**config.mk**
```make
export PLATFORM = sky130hd
export DESIGN_NAME = calc_ctrl_flat
export DESIGN_NICKNAME = d
export VERILOG_FILES = /design/src/rtl/calc_ctrl_if.sv /design/src/rtl/calc_ctrl.sv /design/src/flat_wrapper.sv
export SDC_FILE = /design/constraint.sdc
export NUM_CORES = 1
export LEC_CHECK = 0
export BUFFER_PORTS_ARGS = -buffer_cell sky130_fd_sc_hd__buf_2
export CAP_MARGIN = 20
export CORE_ASPECT_RATIO = 1.2
export CORE_MARGIN = 8
export CORE_UTILIZATION = 30
export DETAILED_ROUTE_END_ITERATION = 10
export PLACE_DENSITY = 0.55
export SETUP_SLACK_MARGIN = 0.05
export SLEW_MARGIN = 20
export SYNTH_ARGS = -nofsm -noshare
export SYNTH_HDL_FRONTEND = slang
export SYNTH_SLANG_ARGS = --single-unit
```
**constraint.sdc**
```tcl
create_clock -name clock_i -period 3.1 [get_ports clock_i]
set_input_delay 0.62 -clock clock_i [delete_from_list [all_inputs] [get_ports clock_i]]
set_output_delay 0.62 -clock clock_i [all_outputs]
set_load 0.05 [all_outputs]
```
**src/rtl/calc_ctrl_if.sv**
```systemverilog
// calc_ctrl_if: control/handshake bundle between the keypad front end,
// the register/ALU datapath and the calc_ctrl sequencer.
//   Front end -> controller : clear_i, digit_valid_i, op_valid_i, eq_i
//   ALU       -> controller : alu_done_i, alu_err_i
//   Controller -> datapath  : we_a_o, we_op_o, we_b_o, we_r_o, sel_a_o, alu_start_o
//   Controller status       : busy_o, err_o, state_o[2:0]
// Modports: master = environment side (front end + datapath), slave = controller.
interface calc_ctrl_if;
  logic       clear_i;
  logic       digit_valid_i;
  logic       op_valid_i;
  logic       eq_i;
  logic       alu_done_i;
  logic       alu_err_i;
  logic       we_a_o;
  logic       we_op_o;
  logic       we_b_o;
  logic       we_r_o;
  logic       sel_a_o;
  logic       alu_start_o;
  logic       busy_o;
  logic       err_o;
  logic [2:0] state_o;

  modport master (
    output clear_i, digit_valid_i, op_valid_i, eq_i, alu_done_i, alu_err_i,
    input  we_a_o, we_op_o, we_b_o, we_r_o, sel_a_o, alu_start_o,
    input  busy_o, err_o, state_o
  );

  modport slave (
    input  clear_i, digit_valid_i, op_valid_i, eq_i, alu_done_i, alu_err_i,
    output we_a_o, we_op_o, we_b_o, we_r_o, sel_a_o, alu_start_o,
    output busy_o, err_o, state_o
  );
endinterface

```
**src/rtl/calc_ctrl.sv**
```systemverilog
// calc_ctrl: sequencing controller for the calculator datapath. Decodes
// keypad events into register write enables, starts the ALU and supervises
// its completion with a timeout. Carries no data.
// Ports:
//   clock_i  - system clock, rising edge
//   reset_i  - synchronous active-high reset
//   bus      - calc_ctrl_if.slave: user/ALU inputs, combinational enables
//              (we_*_o, sel_a_o, alu_start_o), registered busy_o/err_o/state_o
// Parameters: width (datapath width, informational), TIMEOUT (max WAIT cycles)
// Build option: CALC_CTRL_CHAIN_EN - an operator in DONE loads the result as
//   operand A and moves to OP_ENT (chained operation).
module calc_ctrl #(
  parameter int unsigned width   = 8,
  parameter int unsigned TIMEOUT = 16
) (
  input logic       clock_i,
  input logic       reset_i,
  calc_ctrl_if.slave bus
);

  localparam int unsigned CntW = $clog2(TIMEOUT + 1);

  // Elaboration-time guard on the parameter ranges.
  if (TIMEOUT < 1 || width < 1) begin : g_param_check
    $error("calc_ctrl: TIMEOUT and width must be >= 1");
  end

  typedef enum logic [2:0] {
    IDLE   = 3'd0,
    A_ENT  = 3'd1,
    OP_ENT = 3'd2,
    B_ENT  = 3'd3,
    WAIT   = 3'd4,
    DONE   = 3'd5,
    ERR    = 3'd6
  } state_t;

  state_t            state_q, state_d;
  logic [CntW-1:0]   cnt_q, cnt_d;
  logic              busy_q, err_q;
  logic              we_a, we_op, we_b, we_r, alu_start;
`ifdef CALC_CTRL_CHAIN_EN
  logic              sel_a;
`endif

  // State, timeout counter and registered status.
  always_ff @(posedge clock_i) begin
    if (reset_i) begin
      state_q <= IDLE;
      cnt_q   <= '0;
      busy_q  <= 1'b0;
      err_q   <= 1'b0;
    end else begin
      state_q <= state_d;
      cnt_q   <= cnt_d;
      busy_q  <= (state_d == WAIT);
      err_q   <= (state_d == ERR);
    end
  end

  // Next state and enable decode; within a state, the first accepted input
  // in clear > eq > op > digit order is the one acted on.
  always_comb begin
    state_d   = state_q;
    cnt_d     = cnt_q;
    we_a      = 1'b0;
    we_op     = 1'b0;
    we_b      = 1'b0;
    we_r      = 1'b0;
    alu_start = 1'b0;
`ifdef CALC_CTRL_CHAIN_EN
    sel_a     = 1'b0;
`endif
    // Enables are held low while reset or clear is being applied.
    if (reset_i || bus.clear_i) begin
      state_d = IDLE;
    end else begin
      case (state_q)
        IDLE: begin
          if (bus.digit_valid_i) begin
            we_a    = 1'b1;
            state_d = A_ENT;
          end
        end
        A_ENT: begin
          if (bus.op_valid_i) begin
            we_op   = 1'b1;
            state_d = OP_ENT;
          end else if (bus.digit_valid_i) begin
            we_a = 1'b1;
          end
        end
        OP_ENT: begin
          if (bus.op_valid_i) begin
            we_op = 1'b1;
          end else if (bus.digit_valid_i) begin
            we_b    = 1'b1;
            state_d = B_ENT;
          end
        end
        B_ENT: begin
          if (bus.eq_i) begin
            alu_start = 1'b1;
            cnt_d     = '0;
            state_d   = WAIT;
          end else if (bus.digit_valid_i) begin
            we_b = 1'b1;
          end
        end
        WAIT: begin
          // A done pulse in the final allowed cycle still beats the timeout.
          if (bus.alu_done_i) begin
            if (bus.alu_err_i) begin
              state_d = ERR;
            end else begin
              we_r    = 1'b1;
              state_d = DONE;
            end
          end else if (cnt_q == CntW'(TIMEOUT - 1)) begin
            state_d = ERR;
          end else begin
            cnt_d = cnt_q + CntW'(1);
          end
        end
        DONE: begin
`ifdef CALC_CTRL_CHAIN_EN
          if (bus.op_valid_i) begin
            sel_a   = 1'b1;
            we_a    = 1'b1;
            we_op   = 1'b1;
            state_d = OP_ENT;
          end else if (bus.digit_valid_i) begin
            we_a    = 1'b1;
            state_d = A_ENT;
          end
`else
          if (bus.digit_valid_i) begin
            we_a    = 1'b1;
            state_d = A_ENT;
          end
`endif
        end
        ERR: begin
          state_d = ERR;
        end
        default: begin
          state_d = IDLE;
        end
      endcase
    end
  end

  assign bus.we_a_o      = we_a;
  assign bus.we_op_o     = we_op;
  assign bus.we_b_o      = we_b;
  assign bus.we_r_o      = we_r;
  assign bus.alu_start_o = alu_start;
`ifdef CALC_CTRL_CHAIN_EN
  assign bus.sel_a_o     = sel_a;
`else
  assign bus.sel_a_o     = 1'b0;
`endif
  assign bus.busy_o      = busy_q;
  assign bus.err_o       = err_q;
  assign bus.state_o     = state_q;

endmodule

```
**src/flat_wrapper.sv**
```systemverilog
// flat-port wrapper written by rule: the top's interface ports become plain ports
module calc_ctrl_flat 
#(
  parameter int unsigned width   = 8,
  parameter int unsigned TIMEOUT = 16
)
  (clock_i, reset_i, bus_clear_i, bus_digit_valid_i, bus_op_valid_i, bus_eq_i, bus_alu_done_i, bus_alu_err_i, bus_we_a_o, bus_we_op_o, bus_we_b_o, bus_we_r_o, bus_sel_a_o, bus_alu_start_o, bus_busy_o, bus_err_o, bus_state_o);
  calc_ctrl_if bus_i ();
  input logic clock_i;
  input logic reset_i;
  input wire logic [$bits(bus_i.clear_i)-1:0] bus_clear_i;
  input wire logic [$bits(bus_i.digit_valid_i)-1:0] bus_digit_valid_i;
  input wire logic [$bits(bus_i.op_valid_i)-1:0] bus_op_valid_i;
  input wire logic [$bits(bus_i.eq_i)-1:0] bus_eq_i;
  input wire logic [$bits(bus_i.alu_done_i)-1:0] bus_alu_done_i;
  input wire logic [$bits(bus_i.alu_err_i)-1:0] bus_alu_err_i;
  output wire logic [$bits(bus_i.we_a_o)-1:0] bus_we_a_o;
  output wire logic [$bits(bus_i.we_op_o)-1:0] bus_we_op_o;
  output wire logic [$bits(bus_i.we_b_o)-1:0] bus_we_b_o;
  output wire logic [$bits(bus_i.we_r_o)-1:0] bus_we_r_o;
  output wire logic [$bits(bus_i.sel_a_o)-1:0] bus_sel_a_o;
  output wire logic [$bits(bus_i.alu_start_o)-1:0] bus_alu_start_o;
  output wire logic [$bits(bus_i.busy_o)-1:0] bus_busy_o;
  output wire logic [$bits(bus_i.err_o)-1:0] bus_err_o;
  output wire logic [$bits(bus_i.state_o)-1:0] bus_state_o;
  assign bus_i.clear_i = bus_clear_i;
  assign bus_i.digit_valid_i = bus_digit_valid_i;
  assign bus_i.op_valid_i = bus_op_valid_i;
  assign bus_i.eq_i = bus_eq_i;
  assign bus_i.alu_done_i = bus_alu_done_i;
  assign bus_i.alu_err_i = bus_alu_err_i;
  assign bus_we_a_o = bus_i.we_a_o;
  assign bus_we_op_o = bus_i.we_op_o;
  assign bus_we_b_o = bus_i.we_b_o;
  assign bus_we_r_o = bus_i.we_r_o;
  assign bus_sel_a_o = bus_i.sel_a_o;
  assign bus_alu_start_o = bus_i.alu_start_o;
  assign bus_busy_o = bus_i.busy_o;
  assign bus_err_o = bus_i.err_o;
  assign bus_state_o = bus_i.state_o;
  calc_ctrl #(.width(width), .TIMEOUT(TIMEOUT)) u_core (.clock_i(clock_i), .reset_i(reset_i), .bus(bus_i));
endmodule
```
After elaboration in Yosys (flattened, before gate mapping)
Cells that the tools add are included.
Storage, ports and cells
  bits in read-only memories: 0
  memories: 0
  bits in registers: 10
  bits in latches: 0
  output and inout port bits: 11
  memory bits (writable): 0
Cells by class
  equality and inequality tests: 12
  $mul: 0
  bitwise gates (word level): 1
  multiplexer cells: 31
  divide/modulo/power cells: 0
  add/sub/neg operators: 1
  shift operators: 0
  magnitude comparators: 0
  reduce and logical (&&, ||, !) cells: 6
Operators with widths (number)
  3-bit 2-to-1 mux: 8
  3-bit one-hot mux with 6 select lines: 1
  3-bit equality test (second input constant): 5
  1-bit 2-to-1 mux: 15
  5-bit 2-to-1 mux: 3
  5-bit one-hot mux with 2 select lines: 1
  3-bit by 2-bit equality test with 1-bit output (second input constant): 2
  2-bit inequality test (second input constant): 3
  5-bit by 1-bit adder with 5-bit output (second input constant): 1
  5-bit by 4-bit equality test with 1-bit output (second input constant): 1
  5-bit AND reduction: 1
  1-bit one-hot mux with 2 select lines: 2
  2-bit OR reduction: 2
  3-bit by 1-bit equality test with 1-bit output (second input constant): 1
  3-bit logical NOT: 1
  2-bit 2-to-1 mux: 1
  2-bit nonzero test: 1
  1-bit logical OR: 1
  1-bit inverter: 1

Longest topological paths before layout
Gate-level depths: netlist of the first run.
  depth after elaboration: 6
  gate-level depth with buffers: 7

Least setup slack after synthesis of the first run
No wires, ideal clock.
  path type: register -> output
  from: register u_core.state_q[1] (netlist: u_core.bus.state_o[1])
  to: output bus_we_b_o
  cell stages (with the launch flop): 5
  path buffers: 1
  data arrival time: 2.968 ns
  path slack: -0.488 ns
  required time: 2.480 ns
  path through: dfxtp_1 > clkbuf_1 > inv_1 > or3_1 > nor4_1
Between the ends
  longest elaborated chain between the ends: 3
  elaborated cells between the ends (all ways): 4
Ends and longest elaborated chain
  start: declaration: line calc_ctrl.sv:38  | state_t state_q, state_d;
  start signal: assignment: line calc_ctrl.sv:54  | state_q <= state_d;
  3-bit by 2-bit equality test with 1-bit output: line calc_ctrl.sv:78  | case (state_q)
  1-bit one-hot mux with 2 select lines (*): line calc_ctrl.sv:78
  1-bit 2-to-1 mux (*): line calc_ctrl.sv:75  | if (reset_i || bus.clear_i) begin
  end: declaration: line flat_wrapper.sv:19  | output wire logic [$bits(bus_i.we_b_o)-1:0] bus_we_b_o;
Mark *: on every way between the ends. The rest lies on a longest branch, timed or not.

Final worst setup path of the first run
Same ends and word-level chain as after synthesis.

==> impl_metrics.env, run 1 <==
export IMPL_setup_viol=0
export IMPL_pwr_share_clk_pct=34.4
export IMPL_switching_power_w=0.0000634
export IMPL_firstDrtPassIters=4
export IMPL_final_seq_area_um2=200
export IMPL_grt_max_degree=14
export IMPL_synth_area_um2=599
export IMPL_peakVddDrop_mv=0.191
export IMPL_startpoint_type="flop"
export IMPL_rows=17
export IMPL_power_leakage_nw=0.310
export IMPL_drc=0
export IMPL_cp_end_kind="output pin"
export IMPL_postCtsSetupBuffers=0
export IMPL_fin_tns_setup_ns=0
export IMPL_max_freq_mhz=388
export IMPL_clock_path_buffers=2
export IMPL_placed_cell_area_um2=693
export IMPL_sw_frac_of_total_pct=25.6
export IMPL_ff2ff_setup_slack_ns=0.88
export IMPL_power_share_combinational_pct=12.3
export IMPL_slew_viol_final=0
export IMPL_syn_inst=77
export IMPL_vias=575
export IMPL_p_seq_share_pct=53.3
export IMPL_multi_input_area_um2=365
export IMPL_track_usage_pct=8.01
export IMPL_core_area_um2=1870
export IMPL_ctsRootBufferMaster="clkbuf_4"
export IMPL_clk_latency_ns=0.26
export IMPL_ys_flop_type="dfxtp_1"
export IMPL_worst_ep_required_time_ns=2.48
export IMPL_holdBufCountCts=0
export IMPL_min_period_ns=2.58
export IMPL_initial_core_util_pct=32.0
export IMPL_power_density_nw_per_um2=346
export IMPL_dp_final_hpwl_mm=1.15
export IMPL_ys_seq_area_share_pct=33.4
export IMPL_drt_total_wl_mm=1.43
export IMPL_grt_pass1_vias=561
export IMPL_outcome="finished clean"
export IMPL_avgSynthCellArea_um2=7.78
export IMPL_wl_per_cell_um=13.0
export IMPL_htreeDepth=1
export IMPL_nFillCells=204
export IMPL_synth_edff_count=0
export IMPL_drive_above_1_share_pct=27.5
export IMPL_crit_fanout=11
export IMPL_die_area_um2=3690
export IMPL_port_buffers=17
export IMPL_final_nets=103
export IMPL_clk_pin_slew_worst_paths_ns=0.06
export IMPL_syn_nets=87
export IMPL_syn_to_final_growth_pct=19.4
export IMPL_fin_util_pct=38.2
export IMPL_pin_count=19
export IMPL_finalHoldViolations=0
export IMPL_finalClockSkew_ns=0.00594
export IMPL_critPathKind="reg2out"
export IMPL_arrival_ns=1.96
export IMPL_yosys_warnings=0
export IMPL_cts_buffers=3
export IMPL_finish_instance_area_um2=716
export IMPL_cts_tree="done"
export IMPL_cts_resized=0
export IMPL_ant_nets=0
export IMPL_gr_total_overflow=0
export IMPL_antennaDiodeCount=0
export IMPL_ys_seq_elements=10
export IMPL_cap_viol_max_count=0
export IMPL_async_flop_share_pct=0
export IMPL_synth_distinct_cells=32
export IMPL_dieWidth_um=56.8
export IMPL_grt_pass1_wl_mm=2.44
export IMPL_clkSinkCount=10
export IMPL_rsz0062_at_grt="false"
export IMPL_finalCritPeriodShare_pct=83.2
export IMPL_die_h_um=65.0
export IMPL_routabilityCongestion=0.680
export IMPL_antenna_found_initial=0
export IMPL_dr_first_iter_drc_count=4
export IMPL_viasPerCell=5.23
export IMPL_hold_class="reg2reg"
export IMPL_p_int_w=0.000185
==> synth_stat cells, types with 2 or more instances <==
cell / count / area share (%)
nor3b_1: 2 / 2.5
or3_1: 2 / 2.1
nand3_1: 3 / 2.5
ha_1: 2 / 4.2
nand2b_1: 2 / 2.1
dfxtp_1: 10 / 33
a21oi_1: 8 / 6.7
or2_2: 2 / 2.1
clkbuf_1: 4 / 2.5
inv_1: 5 / 3.1
nor2b_1: 2 / 2.1
nor4_1: 3 / 3.1
nor2_1: 4 / 2.5
xnor2_1: 2 / 2.9
nand2_1: 6 / 3.8
nor3_1: 2 / 1.7
o21ai_0: 3 / 2.5
==> metrics by stage <==
stage | std cells | power (W) | hold WS [ns] | worst slack, ns
floorplan | 77 | 0.000155 | 0.453 | 0.0630
global placement | 107 | 0.000165 | 0.472 | 0.677
detailed placement | 107 | 0.000165 | 0.484 | 0.640
CTS | 110 | 0.000250 | 0.493 | 0.552
global route | 110 | 0.000257 | 0.506 | 0.417
finish | 110 | 0.000248 | 0.486 | 0.520
==> final timing paths <==
path              depth (start not counted)              end                  start
hold / removal                            2  u_core.cnt_q[3]        u_core.cnt_q[3]
setup / recovery                          4       bus_we_b_o  u_core.bus.state_o[1]
setup reg to reg                          4  u_core.cnt_q[3]  u_core.bus.state_o[2]
hold reg to reg                           2  u_core.cnt_q[3]        u_core.cnt_q[3]
==> layout make-up <==
| class | instances | share of cell area (%) |
|---|---|---|
| tap | 19 | 3.32 |
| clock buffer | 3 | 3.15 |
| multi-input combinational | 56 | 51.0 |
| timing repair buffer | 17 | 11.9 |
| inverter | 5 | 2.62 |
| sequential | 10 | 28.0 |
==> cell usage in the layout, fill, tap and decap left out, drive strengths merged <==
cell     count
nor4b        1
nand4b       1
inv          5
nor4         3
or4          1
a21oi        8
a21o         1
and3b        1
dfxtp       10
nor3         2
or4b         1
ha           2
or3          2
o2bb2ai      1
nor2         4
a311oi       1
nand3        3
or2          2
nor3b        2
nand2b       2
mux2i        1
o21a         1
conb         1
and3         1
nor2b        2
xnor2        2
o21ai        3
clkbuf       3
nand2        6
o221ai       1
buf         17
==> routing by layer <==
| layer | part of all wire, % | track usage [%] | up-vias | wire [um] |
|---|---|---|---|---|
| li1 | - | - | 296 | - |
| met1 | 44 | 8.03 | 260 | 630 |
| met2 | 47 | 14.0 | 15 | 677 |
| met3 | 6.5 | 2.92 | 4 | 93 |
| met4 | 2.0 | 4.41 | 0 | 29 |
| met5 | 0 | 0 | - | 0 |
==> flip-flops by register name, indices dropped and copies added, names as in the netlist <==
register	cells
u_core.bus.state_o	3
u_core.bus.err_o	1
u_core.bus.busy_o	1
u_core.cnt_q	5
==> power groups by stage <==
| stage | Sequential (W) | Combinational [W] | Clock (W) |
|---|---|---|---|
| 6_report | 0.000132 | 0.0000306 | 0.0000853 |
| 5_1_grt | 0.000132 | 0.0000336 | 0.0000916 |
| 4_1_cts | 0.000132 | 0.0000305 | 0.0000878 |
| 3_5_place_dp | 0.000135 | 0.0000304 | 0 |
| 3_3_place_gp | 0.000135 | 0.0000303 | 0 |
| 2_1_floorplan | 0.000136 | 0.0000192 | 0 |
==> logic make-up (layout without fill, tap and decap cells) <==
family                   Yosys count  after routing  synth area share, %
AND/OR/NAND/NOR                   34             34                 33.4
AO/OA/AOI/OAI                     16             16                 16.1
buffers and inverters             11             25                 7.72
flip-flops                        10             10                 33.4
adder cells (fa/ha/maj)            2              2                 4.17
XOR/XNOR                           2              2                 2.92
other                              1              1                0.626
multiplexers                       1              1                 1.67
==> worst max-delay path, cell delays in order (launching register included) <==
cell and delay, ns:
dfxtp_1 0.53, inv_1 0.17, or3_1 0.43, nor4_2 0.25, buf_2 0.31
Note: power is estimated with default switching activity, not from simulation.
==> run 2, diff against run 1 <==
==> constraint.sdc (replaced) <==
create_clock -name clock_i -period 2.55 [get_ports clock_i]
set_input_delay 0.51 -clock clock_i [delete_from_list [all_inputs] [get_ports clock_i]]
set_output_delay 0.51 -clock clock_i [all_outputs]
set_load 0.05 [all_outputs]
==> impl_metrics.env, run 2 (synthesized netlist as in run 1, its figures left out) <==
export IMPL_vias=590
export IMPL_dieWidth_um=56.8
export IMPL_finalHoldViolations=0
export IMPL_max_freq_mhz=427
export IMPL_grt_max_degree=14
export IMPL_startpoint_type="flop"
export IMPL_antennaDiodeCount=0
export IMPL_finish_instance_area_um2=766
export IMPL_min_period_ns=2.34
export IMPL_use_met3_pct=1.75
export IMPL_busiest_layer="met2"
export IMPL_crit_fanout=13
export IMPL_cap_viol_max_count=0
export IMPL_switching_power_w=0.0000827
export IMPL_antenna_found_initial=0
export IMPL_wl_per_cell_um=12.4
export IMPL_layout_common_cells="16 x buf_2, 10 x dfxtp_1, 8 x a21oi_1, 6 x nand2_1, 5 x inv_1"
export IMPL_largest_register_ff_count=5
export IMPL_ff2ff_setup_slack_ns=0.37
export IMPL_clk_latency_ns=0.26
export IMPL_grt_pass1_wl_mm=2.39
export IMPL_setup_viol=0
export IMPL_placed_cell_area_um2=727
export IMPL_reg2regPathDepth=6
export IMPL_critPathKind="reg2out"
export IMPL_viasPerCell=5.22
export IMPL_final_nets=105
export IMPL_final_seq_area_um2=200
export IMPL_htreeDepth=1
export IMPL_power_density_nw_per_um2=444
export IMPL_pwr_share_clk_pct=41.6
export IMPL_drc=0
export IMPL_drt_total_wl_mm=1.40
export IMPL_finalClockSkew_ns=0.00505
export IMPL_cts_buffers=3
export IMPL_initial_core_util_pct=32.0
export IMPL_clkSinkCount=10
export IMPL_postCtsSetupBuffers=0
export IMPL_grt_pass1_vias=577
export IMPL_multi_input_area_um2=384
export IMPL_power_share_combinational_pct=11.4
export IMPL_peakVddDrop_mv=0.236
export IMPL_firstDrtPassIters=4
export IMPL_fin_util_pct=40.9
export IMPL_sw_frac_of_total_pct=24.3
export IMPL_port_buffers=17
export IMPL_worstSetupEndpoint="bus_we_b_o"
export IMPL_arrival_ns=1.83
export IMPL_nFillCells=201
export IMPL_die_h_um=65.0
export IMPL_layout_commonest_cell="buf_2"
export IMPL_ctsRootBufferMaster="clkbuf_4"
export IMPL_r2r_end="u_core.cnt_q[3]"
export IMPL_pin_count=19
export IMPL_rr_startpoint="u_core.cnt_q[0]"
export IMPL_dr_first_iter_drc_count=7
export IMPL_worst_ep_required_time_ns=2.04
export IMPL_slew_viol_final=0
export IMPL_finalCritPeriodShare_pct=91.9
export IMPL_p_int_w=0.000257
export IMPL_fin_hold_ws_ns=0.463
export IMPL_routabilityCongestion=0.717
export IMPL_p_seq_share_pct=47.0
export IMPL_cp_startpoint="u_core.bus.state_o[0]"
export IMPL_drive_above_1_share_pct=31.9
export IMPL_ant_nets=0
export IMPL_regMostFlops="u_core.cnt_q"
export IMPL_syn_to_final_growth_pct=27.8
export IMPL_power_leakage_nw=0.329
export IMPL_globalRouteMet2Util_pct=12.9
export IMPL_rows=17
export IMPL_met1_usage_pct=9.48
export IMPL_hold_class="in2reg"
export IMPL_clk_pin_slew_worst_paths_ns=0.07
export IMPL_dp_final_hpwl_mm=1.18
export IMPL_cp_end_kind="output pin"
export IMPL_cts_tree="done"
export IMPL_outcome="finished clean"
export IMPL_gr_total_overflow=0
export IMPL_rsz0062_at_grt="false"
export IMPL_track_usage_pct=7.97
export IMPL_core_area_um2=1870
export IMPL_die_area_um2=3690
export IMPL_clock_path_buffers=2
export IMPL_min_from="reset_i"
export IMPL_fin_tns_setup_ns=0
[run 2: changes by cell type in the layout (fill, tap and decap cells not counted), sizes merged]
cell and delta:
clkbuf +2, buf +1
[run 2: per-stage QoR]
| stage | std cells | setup slack (ns) | power (W) |
|---|---|---|---|
| after floorplan | 77 | -0.133 | 0.000190 |
| after detailed placement | 109 | 0.236 | 0.000202 |
| after global placement | 109 | 0.296 | 0.000202 |
| final | 113 | 0.206 | 0.000340 |
| after CTS | 113 | 0.164 | 0.000346 |
| after global routing | 113 | 0.0664 | 0.000361 |
[run 2: metal layers]
layer	wire length [um]	vias up
met3	29	2
met4	10	0
met1	682	275
met2	676	11
li1	-	302
met5	0	-
[run 2: worst min path at each step]
stage                            to  cells past startpoint
floorplan           u_core.cnt_q[3]                      2
global placement    u_core.cnt_q[3]                      2
detailed placement  u_core.cnt_q[1]                      2
CTS                 u_core.cnt_q[1]                      2
global route        u_core.cnt_q[1]                      2
finish              u_core.cnt_q[1]                      2
[run 2: layout make-up]
type                            instances  share of cell area (%)
Tap cell                               19                    3.10
Timing Repair Buffer                   19                    13.4
Clock buffer                            4                    4.74
Inverter                                5                    2.45
Multi-Input combinational cell         56                    50.2
Sequential cell                        10                    26.1
[run 2: what timing repair did]
action                     4_1_cts  5_1_grt
setup endpoints to repair        0        1
hold buffers                     0        0
resized for setup                0        1
[run 2: power by group through the flow]
stage          combinational [W]  sequential [W]  clock (W)
3_3_place_gp           0.0000386        0.000163          0
5_1_grt                0.0000424        0.000160   0.000159
4_1_cts                0.0000389        0.000160   0.000147
3_5_place_dp           0.0000388        0.000163          0
6_report               0.0000388        0.000160   0.000141
2_1_floorplan          0.0000243        0.000165          0
[run 2: worst max-delay path, cell delays in order (launching register included)]
cell and delay [ns]:
dfxtp_1 0.43, nor3b_1 0.23, a21oi_1 0.05, or3_1 0.38
nor4_4 0.21, clkbuf_4 0.26
==> run 3, diff against run 2 <==
--- a/config.mk
+++ b/config.mk
@@ -5,13 +5,14 @@
 export SDC_FILE = /design/constraint.sdc
 export NUM_CORES = 1
 export LEC_CHECK = 0
+export ABC_AREA = 1
 export BUFFER_PORTS_ARGS = -buffer_cell sky130_fd_sc_hd__buf_2
 export CAP_MARGIN = 20
 export CORE_ASPECT_RATIO = 1.2
 export CORE_MARGIN = 8
 export CORE_UTILIZATION = 30
 export DETAILED_ROUTE_END_ITERATION = 10
-export PLACE_DENSITY = 0.55
+export PLACE_DENSITY = 0.54
 export SETUP_SLACK_MARGIN = 0.05
 export SLEW_MARGIN = 20
 export SYNTH_ARGS = -nofsm -noshare
==> impl_metrics.env, run 3 <==
export IMPL_outcome="finished clean"
export IMPL_drt_total_wl_mm=1.44
export IMPL_critPathKind="reg2out"
export IMPL_antennaDiodeCount=0
export IMPL_max_freq_mhz=479
export IMPL_grt_pass1_vias=631
export IMPL_rsz0062_at_grt="false"
export IMPL_synth_area_um2=671
export IMPL_power_leakage_nw=0.350
export IMPL_vias=647
export IMPL_core_area_um2=2090
export IMPL_fin_tns_setup_ns=0
export IMPL_ys_seq_elements=10
export IMPL_final_seq_area_um2=200
export IMPL_cpPeakStageDelay_ns=0.49
export IMPL_final_nets=130
export IMPL_arrival_ns=1.58
export IMPL_drive_above_1_share_pct=27.7
export IMPL_yosysMostFrequentCell="nand2_1"
export IMPL_clock_path_buffers=2
export IMPL_routabilityCongestion=0.856
export IMPL_dr_first_iter_drc_count=6
export IMPL_min_period_ns=2.09
export IMPL_synth_edff_count=0
export IMPL_wl_per_cell_um=9.68
export IMPL_synthTopCellsByArea="dfxtp_1 30%, nand2_1 11%, nor2_1 9.5%"
export IMPL_viasPerCell=4.34
export IMPL_syn_inst=100
export IMPL_die_h_um=67.8
export IMPL_yosys_warnings=0
export IMPL_port_buffers=17
export IMPL_power_density_nw_per_um2=424
export IMPL_firstDrtPassIters=4
export IMPL_ys_top_cells_by_count="20 x nand2_1, 17 x nor2_1, 11 x inv_1, 10 x dfxtp_1, 8 x nand3_1"
export IMPL_ys_seq_area_share_pct=29.9
export IMPL_clk_latency_ns=0.26
export IMPL_dp_final_hpwl_mm=1.22
export IMPL_die_area_um2=4010
export IMPL_pin_count=19
export IMPL_multi_input_area_um2=397
export IMPL_crit_top_cell="nand2_1"
export IMPL_power_total_w=0.000344
export IMPL_drc=0
export IMPL_hold_class="reg2reg"
export IMPL_cts_resized=0
export IMPL_finalHoldViolations=0
export IMPL_worst_ep_required_time_ns=2.04
export IMPL_largest_register_ff_count=5
export IMPL_cp_cell_sequence="nand2_1, nor2_1, nand2_1, a21oi_1, buf_2"
export IMPL_layout_commonest_cell="nand2_1"
export IMPL_cp_slowest_cell="dfxtp_1"
export IMPL_synth_top_area_cell="dfxtp_1"
export IMPL_async_flop_share_pct=0
export IMPL_cp_end_kind="output pin"
export IMPL_antenna_found_initial=0
export IMPL_clkSinkCount=10
export IMPL_syn_to_final_growth_pct=20.9
export IMPL_gr_total_overflow=0
export IMPL_nFillCells=243
export IMPL_cts_tree="done"
export IMPL_postCtsSetupBuffers=0
export IMPL_synth_top_area_share_pct=29.9
export IMPL_htreeDepth=1
export IMPL_layout_common_cells="20 x nand2_1, 17 x nor2_1, 17 x buf_2, 11 x inv_1, 10 x dfxtp_1"
export IMPL_synth_distinct_cells=26
export IMPL_ys_flop_type="dfxtp_1"
export IMPL_finalCritPeriodShare_pct=81.8
export IMPL_holdBufCountCts=0
export IMPL_slew_viol_final=0
export IMPL_setup_viol=0
export IMPL_peakVddDrop_mv=0.263
export IMPL_dieWidth_um=59.2
export IMPL_ant_nets=0
export IMPL_initial_core_util_pct=32.0
export IMPL_finalClockSkew_ns=0.00284
export IMPL_ctsRootBufferMaster="clkbuf_4"
export IMPL_cap_viol_max_count=0
export IMPL_cts_buffers=3
export IMPL_regMostFlops="u_core.cnt_q"
export IMPL_avgSynthCellArea_um2=6.71
export IMPL_track_usage_pct=8.45
export IMPL_grt_max_degree=12
export IMPL_rows=18
export IMPL_syn_nets=110
export IMPL_crit_fanout=7
export IMPL_startpoint_type="flop"
export IMPL_clk_pin_slew_worst_paths_ns=0.07
export IMPL_grt_pass1_wl_mm=2.53
## run 3: per-layer routing
layer	routed length (um)	vias up	GRT usage [%]
li1	-	355	-
met1	649	277	8.24
met2	704	11	15.3
met3	67	4	3.61
met4	21	0	3.59
met5	0	-	0
## run 3: cell families (layout without fill, tap and decap cells)
kind of cell,after synthesis,count (layout),share of synthesized area [%]
other cells,1,1,0.559
simple gates,59,59,44.8
compound gates,11,11,8.77
buf+inv,16,35,11.0
fa+ha+maj,2,2,3.73
xor+xnor,1,1,1.31
flops,10,10,29.9
## run 3: cell type report
type / instances / share of cell area (%)
clock buffer: 4 / 4.48
timing repair buffer: 17 / 10.5
inverter: 14 / 6.79
multi-input combinational: 74 / 48.9
tap: 30 / 4.63
sequential: 10 / 24.7
## run 3: report_power, final
part / total, W / switching (W) / internal, W
clock: 0.000141 / 0.0000547 / 0.0000867
sequential: 0.000160 / 0.00000301 / 0.000157
combinational: 0.0000423 / 0.0000300 / 0.0000123
## run 3: per-stage QoR
| stage | util [%] | setup WS [ns] | hold WS (ns) | cells | instance area [um^2] |
|---|---|---|---|---|---|
| detailed placement | 37.0 | 0.615 | 0.464 | 145 | 774 |
| global placement | 37.0 | 0.620 | 0.458 | 145 | 774 |
| finish | 38.7 | 0.464 | 0.467 | 149 | 811 |
| global route | 38.7 | 0.240 | 0.481 | 149 | 811 |
| floorplan | - | 0.0845 | 0.439 | 100 | 671 |
| CTS | 38.7 | 0.449 | 0.473 | 149 | 811 |
## run 3: final timing paths
kind | slack (ns) | cells after the start | end | start
min | 0.47 | 2 | u_core.cnt_q[4] | u_core.cnt_q[4]
max | 0.46 | 5 | bus_we_a_o | u_core.bus.state_o[0]
min reg2reg | 0.47 | 2 | u_core.cnt_q[4] | u_core.cnt_q[4]
max reg2reg | 0.98 | 11 | u_core.cnt_q[2] | u_core.cnt_q[0]
## run 3: worst max-delay path, delay by kind of cell (launching register included)
family / cells / cell delay (ns)
buffers and inverters: 1 / 0.27
flip-flops: 1 / 0.49
AO/OA/AOI/OAI: 1 / 0.14
AND/OR/NAND/NOR: 3 / 0.40
